<file path="src/rtl/spi_slave_16_if.sv">
// Pin and handshake bundle for spi_slave_16: SPI pins plus the tx holding-buffer
// handshake and the rx/status strobes.
interface spi_slave_16_if;
  logic        sck;
  logic        ss_n;
  logic        mosi;
  logic        miso;
  logic        miso_oe;
  logic [15:0] tx_data;
  logic        tx_valid;
  logic        tx_ready;
  logic [15:0] rx_data;
  logic        rx_valid;
  logic        underrun;
  logic        frame_err;
  logic        busy;

  // The responder itself.
  modport slave (
    input  sck, ss_n, mosi, tx_data, tx_valid,
    output miso, miso_oe, tx_ready, rx_data, rx_valid, underrun, frame_err, busy
  );

  // Whatever drives the responder: SPI master plus the tx producer / rx consumer.
  modport master (
    output sck, ss_n, mosi, tx_data, tx_valid,
    input  miso, miso_oe, tx_ready, rx_data, rx_valid, underrun, frame_err, busy
  );
endinterface

</file>
<file path="src/rtl/spi_slave_16.sv">
// spi_slave_16: mode-0 (CPOL=0, CPHA=0) SPI responder, 16-bit words, MSB first.
// Oversamples the SPI pins in the clk domain; tx words come from a one-entry
// holding buffer, rx words are presented with a one-cycle strobe.
module spi_slave_16 #(
  // Synchronizer depth on sck/ss_n/mosi; legal values 2..3.
  parameter int unsigned SYNC_STAGES = 2
) (
  input logic           clk,
  input logic           rst,
  spi_slave_16_if.slave bus_io
);

  typedef enum logic [0:0] {StIdle, StActive} state_e;

  logic [SYNC_STAGES-1:0] sck_sync_q, ss_sync_q, mosi_sync_q;
  logic                   sck_prev_q, ss_prev_q;
  logic                   sck_s, ss_s, mosi_s;
  logic                   sck_rise, sck_fall, ss_rise, ss_fall;

  state_e      state_q, state_d;
  logic [3:0]  cnt_q, cnt_d;
  logic [15:0] rx_shift_q, rx_shift_d;
  logic [15:0] tx_shift_q, tx_shift_d;
  logic [15:0] buf_q, buf_d;
  logic        buf_full_q, buf_full_d;
  logic [15:0] rx_data_q, rx_data_d;
  logic        rx_valid_q, rx_valid_d;
  logic        underrun_q, underrun_d;
  logic        frame_err_q, frame_err_d;

  logic        load;
  logic        buf_wr;
  logic [15:0] rx_next;

  assign sck_s  = sck_sync_q[SYNC_STAGES-1];
  assign ss_s   = ss_sync_q[SYNC_STAGES-1];
  assign mosi_s = mosi_sync_q[SYNC_STAGES-1];

  assign sck_rise = sck_s & ~sck_prev_q;
  assign sck_fall = ~sck_s & sck_prev_q;
  assign ss_rise  = ss_s & ~ss_prev_q;
  assign ss_fall  = ~ss_s & ss_prev_q;

  assign rx_next = {rx_shift_q[14:0], mosi_s};
  // The write is qualified by the pre-load buffer state: a write that collides
  // with a load from an empty buffer is kept for the next load.
  assign buf_wr  = bus_io.tx_valid & ~buf_full_q;

  // Synchronizers and edge-detect history. The ss_n chain resets low so that a
  // select still held low across reset never looks like a fresh falling edge.
  always_ff @(posedge clk) begin
    if (rst) begin
      sck_sync_q  <= '0;
      ss_sync_q   <= '0;
      mosi_sync_q <= '0;
      sck_prev_q  <= 1'b0;
      ss_prev_q   <= 1'b0;
    end else begin
      sck_sync_q  <= {sck_sync_q[SYNC_STAGES-2:0], bus_io.sck};
      ss_sync_q   <= {ss_sync_q[SYNC_STAGES-2:0], bus_io.ss_n};
      mosi_sync_q <= {mosi_sync_q[SYNC_STAGES-2:0], bus_io.mosi};
      sck_prev_q  <= sck_s;
      ss_prev_q   <= ss_s;
    end
  end

  // Next-state: frame FSM, shifters, word loads and the holding buffer.
  always_comb begin
    state_d     = state_q;
    cnt_d       = cnt_q;
    rx_shift_d  = rx_shift_q;
    tx_shift_d  = tx_shift_q;
    buf_d       = buf_q;
    buf_full_d  = buf_full_q;
    rx_data_d   = rx_data_q;
    rx_valid_d  = 1'b0;
    underrun_d  = 1'b0;
    frame_err_d = 1'b0;
    load        = 1'b0;

    case (state_q)
      StIdle: begin
        // sck edges are ignored here; only a select starts a frame.
        if (ss_fall) begin
          state_d    = StActive;
          cnt_d      = 4'd0;
          rx_shift_d = '0;
          load       = 1'b1;
        end
      end
      StActive: begin
        // ss edges take priority over a coincident sck edge.
        if (ss_rise) begin
          state_d     = StIdle;
          frame_err_d = (cnt_q != 4'd0);
          cnt_d       = 4'd0;
          rx_shift_d  = '0;
          tx_shift_d  = '0;
        end else if (sck_rise) begin
          rx_shift_d = rx_next;
          cnt_d      = cnt_q + 4'd1;
          if (cnt_q == 4'd15) begin
            rx_data_d  = rx_next;
            rx_valid_d = 1'b1;
          end
        end else if (sck_fall) begin
          // A fall at count 0 is a word boundary: fetch the next word.
          if (cnt_q != 4'd0) begin
            tx_shift_d = {tx_shift_q[14:0], 1'b0};
          end else begin
            load = 1'b1;
          end
        end
      end
      default: state_d = StIdle;
    endcase

    if (load) begin
      if (buf_full_q) begin
        tx_shift_d = buf_q;
        buf_full_d = 1'b0;
      end else begin
        tx_shift_d = '0;
        underrun_d = 1'b1;
      end
    end

    if (buf_wr) begin
      buf_d      = bus_io.tx_data;
      buf_full_d = 1'b1;
    end
  end

  // State register.
  always_ff @(posedge clk) begin
    if (rst) begin
      state_q     <= StIdle;
      cnt_q       <= 4'd0;
      rx_shift_q  <= '0;
      tx_shift_q  <= '0;
      buf_q       <= '0;
      buf_full_q  <= 1'b0;
      rx_data_q   <= '0;
      rx_valid_q  <= 1'b0;
      underrun_q  <= 1'b0;
      frame_err_q <= 1'b0;
    end else begin
      state_q     <= state_d;
      cnt_q       <= cnt_d;
      rx_shift_q  <= rx_shift_d;
      tx_shift_q  <= tx_shift_d;
      buf_q       <= buf_d;
      buf_full_q  <= buf_full_d;
      rx_data_q   <= rx_data_d;
      rx_valid_q  <= rx_valid_d;
      underrun_q  <= underrun_d;
      frame_err_q <= frame_err_d;
    end
  end

  // Outputs. tx_ready reads 1 throughout reset, not only after the first edge.
  assign bus_io.miso      = (state_q == StActive) & tx_shift_q[15];
  assign bus_io.miso_oe   = (state_q == StActive);
  assign bus_io.busy      = (state_q == StActive);
  assign bus_io.tx_ready  = rst | ~buf_full_q;
  assign bus_io.rx_data   = rx_data_q;
  assign bus_io.rx_valid  = rx_valid_q;
  assign bus_io.underrun  = underrun_q;
  assign bus_io.frame_err = frame_err_q;

endmodule
</file>
<file path="src/flat_wrapper.sv">
// flat-port wrapper written by rule: the top's interface ports become plain ports
module spi_slave_16_flat 
#(
                                                            
  parameter int unsigned SYNC_STAGES = 2
)
  (clk, rst, bus_io_sck, bus_io_ss_n, bus_io_mosi, bus_io_tx_data, bus_io_tx_valid, bus_io_miso, bus_io_miso_oe, bus_io_tx_ready, bus_io_rx_data, bus_io_rx_valid, bus_io_underrun, bus_io_frame_err, bus_io_busy);
  spi_slave_16_if bus_io_i ();
  input logic clk;
  input logic rst;
  input wire logic [$bits(bus_io_i.sck)-1:0] bus_io_sck;
  input wire logic [$bits(bus_io_i.ss_n)-1:0] bus_io_ss_n;
  input wire logic [$bits(bus_io_i.mosi)-1:0] bus_io_mosi;
  input wire logic [$bits(bus_io_i.tx_data)-1:0] bus_io_tx_data;
  input wire logic [$bits(bus_io_i.tx_valid)-1:0] bus_io_tx_valid;
  output wire logic [$bits(bus_io_i.miso)-1:0] bus_io_miso;
  output wire logic [$bits(bus_io_i.miso_oe)-1:0] bus_io_miso_oe;
  output wire logic [$bits(bus_io_i.tx_ready)-1:0] bus_io_tx_ready;
  output wire logic [$bits(bus_io_i.rx_data)-1:0] bus_io_rx_data;
  output wire logic [$bits(bus_io_i.rx_valid)-1:0] bus_io_rx_valid;
  output wire logic [$bits(bus_io_i.underrun)-1:0] bus_io_underrun;
  output wire logic [$bits(bus_io_i.frame_err)-1:0] bus_io_frame_err;
  output wire logic [$bits(bus_io_i.busy)-1:0] bus_io_busy;
  assign bus_io_i.sck = bus_io_sck;
  assign bus_io_i.ss_n = bus_io_ss_n;
  assign bus_io_i.mosi = bus_io_mosi;
  assign bus_io_i.tx_data = bus_io_tx_data;
  assign bus_io_i.tx_valid = bus_io_tx_valid;
  assign bus_io_miso = bus_io_i.miso;
  assign bus_io_miso_oe = bus_io_i.miso_oe;
  assign bus_io_tx_ready = bus_io_i.tx_ready;
  assign bus_io_rx_data = bus_io_i.rx_data;
  assign bus_io_rx_valid = bus_io_i.rx_valid;
  assign bus_io_underrun = bus_io_i.underrun;
  assign bus_io_frame_err = bus_io_i.frame_err;
  assign bus_io_busy = bus_io_i.busy;
  spi_slave_16 #(.SYNC_STAGES(SYNC_STAGES)) u_core (.clk(clk), .rst(rst), .bus_io(bus_io_i));
endmodule
</file>
<file path="config.mk">
export PLATFORM = sky130hd
export DESIGN_NAME = spi_slave_16_flat
export DESIGN_NICKNAME = d
export VERILOG_FILES = /design/src/rtl/spi_slave_16_if.sv /design/src/rtl/spi_slave_16.sv /design/src/flat_wrapper.sv
export SDC_FILE = /design/constraint.sdc
export NUM_CORES = 1
export LEC_CHECK = 0
export ABC_AREA = 1
export ABC_CLOCK_PERIOD_IN_PS = 3500
export CORE_ASPECT_RATIO = 0.9
export CORE_MARGIN = 1
export CORE_UTILIZATION = 58
export DETAILED_ROUTE_END_ITERATION = 10
export GPL_TIMING_DRIVEN = 0
export PLACE_DENSITY = 0.84
export SETUP_SLACK_MARGIN = 0.3
export SYNTH_ARGS = -nofsm -noshare
export SYNTH_HDL_FRONTEND = slang
export SYNTH_SLANG_ARGS = --single-unit
</file>
<file path="constraint.sdc">
create_clock -name clk -period 3.5 [get_ports clk]
set_input_delay 0.7 -clock clk [delete_from_list [all_inputs] [get_ports clk]]
set_output_delay 0.7 -clock clk [all_outputs]
set_load 0.005 [all_outputs]
</file>
Word level (Yosys, flattened, before mapping)
Cells that the tools add are included.
{ "totals": {"elab_cells": 74, "output_inout_bits": 23, "ff_bits": 80, "inputBits": 22} }
{ "op_classes": {"muxes": 27, "n_eq_ne": 4, "add_sub_neg": 1, "reduce_logical": 11, "bitwise": 16} }
{ "op_table": {"columns": ["op", "count"], "rows": [
  ["16-bit two-way mux", 7],
  ["15-bit two-way mux", 3],
  ["15-bit one-hot mux with 2 select lines", 1],
  ["4-bit two-way mux", 3],
  ["1-bit two-way mux", 10],
  ["1-bit NOT", 9],
  ["4-bit one-hot mux with 2 select lines", 1],
  ["4-bit AND reduction", 2],
  ["1-bit AND", 6],
  ["3-bit nonzero test", 2],
  ["4-bit by 1-bit adder with 4-bit output, second input constant", 1],
  ["4-bit == test, second input constant", 1],
  ["1-bit one-hot mux with 2 select lines", 2],
  ["2-bit nonzero test", 2],
  ["4-bit nonzero test", 1],
  ["4-bit OR reduction", 1],
  ["3-bit by 1-bit inequality test with 1-bit output, second input constant", 1],
  ["3-bit inequality test, second input constant", 1],
  ["3-bit OR reduction", 1],
  ["2-bit by 1-bit inequality test with 1-bit output, second input constant", 1],
  ["2-bit AND reduction", 1],
  ["2-bit OR reduction", 1],
  ["1-bit bitwise OR", 1]
]} }

Depth between registers and ports, before layout
{ "logic_depth": {"ltp_word": 8, "depth_mapped": 11, "ltp_nobuf": 10} }

Least setup slack after synthesis
No wires, ideal clock.
{ "synth_path": {"kind": "input to output", "from": "in rst", "to": "out bus_io_tx_ready", "required_time_ns": 2.800, "arrival_time_ns": 1.278, "path_buffers": 2, "slack_ns": 1.522, "stages": 4, "path_cell_list": "clkbuf_1 inv_2 buf_2 nand2_1"} }
{ "synth_via": {"elab_chain_len": 1} }
{ "synth_lines": {"columns": ["item", "line", "source"], "rows": [
  ["start, declared", "flat_wrapper.sv:10", "input logic rst;"],
  ["1-bit bitwise OR", "spi_slave_16.sv:165", "assign bus_io.tx_ready = rst | ~buf_full_q;"],
  ["end, declared", "flat_wrapper.sv:18", "output wire logic [$bits(bus_io_i.tx_ready)-1:0] bus_io_tx_ready;"]
]} }
Every way passes these cells.

Worst setup path in the final report
Same ends and word-level chain as after synthesis.

==> summary.md <==
| Metric | Value |
|---|---|
| Area share of the largest cell type after synthesis | `0.486` |
| Max_cap viols | `0` |
| Gpl congestion | `0.882` |
| Layout cells sized above 1 | `0.123` |
| Clock Power Share | `0.390` |
| CP endpoint kind | `output port` |
| Synth area leader | `dfxtp_1` |
| Reg2reg setup slack | `1790 ps` |
| Clk sinks | `80` |
| Part of the power in combinational logic | `0.086` |
| Post-synthesis sequential area ratio | `0.486` |
| Fin area | `between 0.004 and 0.005 sq mm` |
| Root Buffer Master | `clkbuf_8` |
| Least-Margin Pin Slew | `about 490 ps` |
| # resized after CTS | `0` |
| Outcome | `finished, final reports clean` |
| Sw frac | `0.248` |
| Synth Warn # | `0` |
| Max-slew violation count | `0` |
| Startpoint Class | `input port` |
| Total setup buffers inserted after CTS | `0` |
| P_leak | `~1.7 nW` |
| Synth Area per Inst | `7.71 sq um` |
| Final min period | `2690 ps` |
| Post-DP Area | `0.00381 sq mm` |
| IO buf count | `43` |
| Antenna cells | `0` |
| Ys flop type | `dfxtp_1` |
| First-pass GRT wire length | `between 10 and 15 mm` |
| Die Y-Extent | `73.5 um` |
| Largest net degree at the start of global routing | `15` |
| Final non-filler cell total | `approximately 550` |
| Clock skew | `14.4 ps` |
| DP HPWL | `approximately 5.2 mm` |
| Post-synth EDFFs | `0` |
| Fin nets | `506` |
| Cells after Synth | `428` |
| Top post-synthesis cells by area | `dfxtp_1 49%, nor2_1 9.6%, nand2_1 8.2%` |
| P_sw | `0.455 mW` |
| Tightest Hold Check Type | `register to register` |
| GRT Total Usage | `0.274` |
| Peak Freq | `about 0.37 GHz` |
| Critical Path Fanout Max | `10` |
| Fillcell total | `403` |
| Commonest non-fill, non-tap cell in the layout | `nor2_1` |
| Via count of the first global-routing pass | `2,823` |
| Wire per inst | `13.2 um` |
| CTS tree | `built` |
| Num CTS Buffers | `9` |
| Final ANT Viol Nets | `0` |
| H-tree depth | `3` |
| Slew margin rel. | `0.674` |
| CORE AREA | `roughly 0.0053 sq mm` |
| Final hold violation count | `0` |
| Async set-reset flop share out of synthesis | `0` |
| IO Pins | `45` |
| GRT Residual Overflow | `0` |
| Vias | `about 3,000` |
| Post-synth cell types | `32` |
| Width of the die | `81.5 um` |
| Syn nets | `452` |
| Total Neg Setup Slack | `0 ps` |
| CTS Hold Bufs | `0` |
| Register bit total from synthesis | `80` |
| PD cells | `455 mW/mm^2` |
| Longest Clk Path Bufs | `2` |
| Final setup vio count | `0` |
| Fin crit share | `0.770` |
| Die ar. | `0.00599 sq mm` |
| Cells after DPL | `about 540` |
| Reg clk slew, reported paths | `80 ps` |
| Commonest cells after routing, fill and taps aside | `84 x nor2_1, 80 x dfxtp_1, 72 x nand2_1, 44 x inv_1, 43 x clkdlybuf4s50_1` |
| Clk_lat worst skew | `360 ps` |
| Via density | `5.44` |
| Peak supply drop | `0.414 mV` |
| Post-Syn Area | `0.00330 sq mm` |
| Rows | `25` |
| WP data required | `2800 ps` |
| Worst setup path class | `input port to output port` |
| Worst EP arrival | `1990 ps` |
| WL final | `7.32 mm` |
| Total power after layout | `1.83 mW` |
| Seq pwr share | `0.524` |
| RSZ-0062 raised after global routing | `false` |
| Area delta synth->final | `22.1%` |
| Initial Util | `0.617` |
| P_int | `1.38 mW` |
| DR pass1 iterations | `5` |
| DR iter-0 viols | `231` |
| DRC viols | `0` |
| Initial antenna violation count | `0` |
-- cell usage after synthesis (4+ instances only) --
| cell type | number |
|---|---|
| inv_1 | 44 |
| inv_2 | 7 |
| clkbuf_1 | 8 |
| dfxtp_1 | 80 |
| o21ai_1 | 13 |
| nand4_1 | 15 |
| buf_4 | 4 |
| buf_2 | 9 |
| nand3_1 | 29 |
| a21oi_1 | 5 |
| a22oi_1 | 4 |
| o21ai_0 | 17 |
| a221oi_2 | 9 |
| nand2_1 | 72 |
| nor2_1 | 84 |
-- worst max-delay path, cell delays in order --
cell,delay [ps]
clkbuf_1,340
inv_2,130
buf_2,200
nand2_1,110
clkdlybuf4s50_1,510
-- power by group through the flow --
stage               clock network (mW)  registers, mW  logic [mW]
finish                           0.715          0.961       0.158
global route                     0.758          0.965       0.178
CTS                              0.722          0.961       0.156
detailed placement                   0          0.982       0.155
global placement                     0          0.980       0.149
floorplan                            0          0.977       0.102
-- area by class of cell --
class | count | area, sq um | area share
clock inverter | 5 | 63.8 | 0.0158
multi-input combinational | 271 | 1360 | 0.339
inverter | 53 | 201 | 0.0500
tap | 67 | 83.8 | 0.0208
sequential | 80 | 1600 | 0.398
clock buffer | 11 | 151 | 0.0376
buffer | 24 | 131 | 0.0326
timing repair buffer | 43 | 430 | 0.107
-- routing by layer --
metal,part of all wire,track usage
met3,0.071,0.0795
met4,0.017,0.105
met2,0.46,0.429
met5,0,0
met1,0.45,0.355
-- worst paths after layout --
check                                          from                    to  depth (start not counted)
worst max-delay path                            rst       bus_io_tx_ready                          5
worst min-delay path            u_core.ss_sync_q[0]   u_core.ss_sync_q[1]                          2
worst max register to register      u_core.cnt_q[0]  u_core.tx_shift_q[9]                         11
worst min register to register  u_core.ss_sync_q[0]   u_core.ss_sync_q[1]                          2
-- registers in the layout (all words and copies together) (netlist names) --
register,count
u_core.tx_shift_q,16
u_core.ss_prev_q,1
u_core.sck_prev_q,1
u_core.cnt_q,4
u_core.rx_shift_q,15
u_core.bus_io.underrun,1
u_core.mosi_sync_q,2
u_core.bus_io.frame_err,1
u_core.bus_io.rx_valid,1
u_core.bus_io.busy,1
u_core.bus_io.rx_data,16
u_core.sck_sync_q,2
u_core.buf_q,16
u_core.buf_full_q,1
u_core.ss_sync_q,2
-- cells by family (layout without fill, tap and decap cells) --
group,after synthesis,after routing,share of synthesized area
and+or+nand+nor,214,214,0.286
DFF,80,80,0.486
buffers and inverters,77,136,0.101
AOI/OAI and AO/OA,54,54,0.117
adders and majority gates,2,2,0.00759
xor gates and xnor gates,1,1,0.00266
-- metrics by stage --
step	hold WS (ps)	util	worst slack, ps
CTS	407	0.753	829
detailed placement	396	0.713	838
finish	405	0.753	805
floorplan	388	-	1520
global route	423	0.753	737
global placement	390	0.713	841
Note: power is estimated with default switching activity, not from simulation.
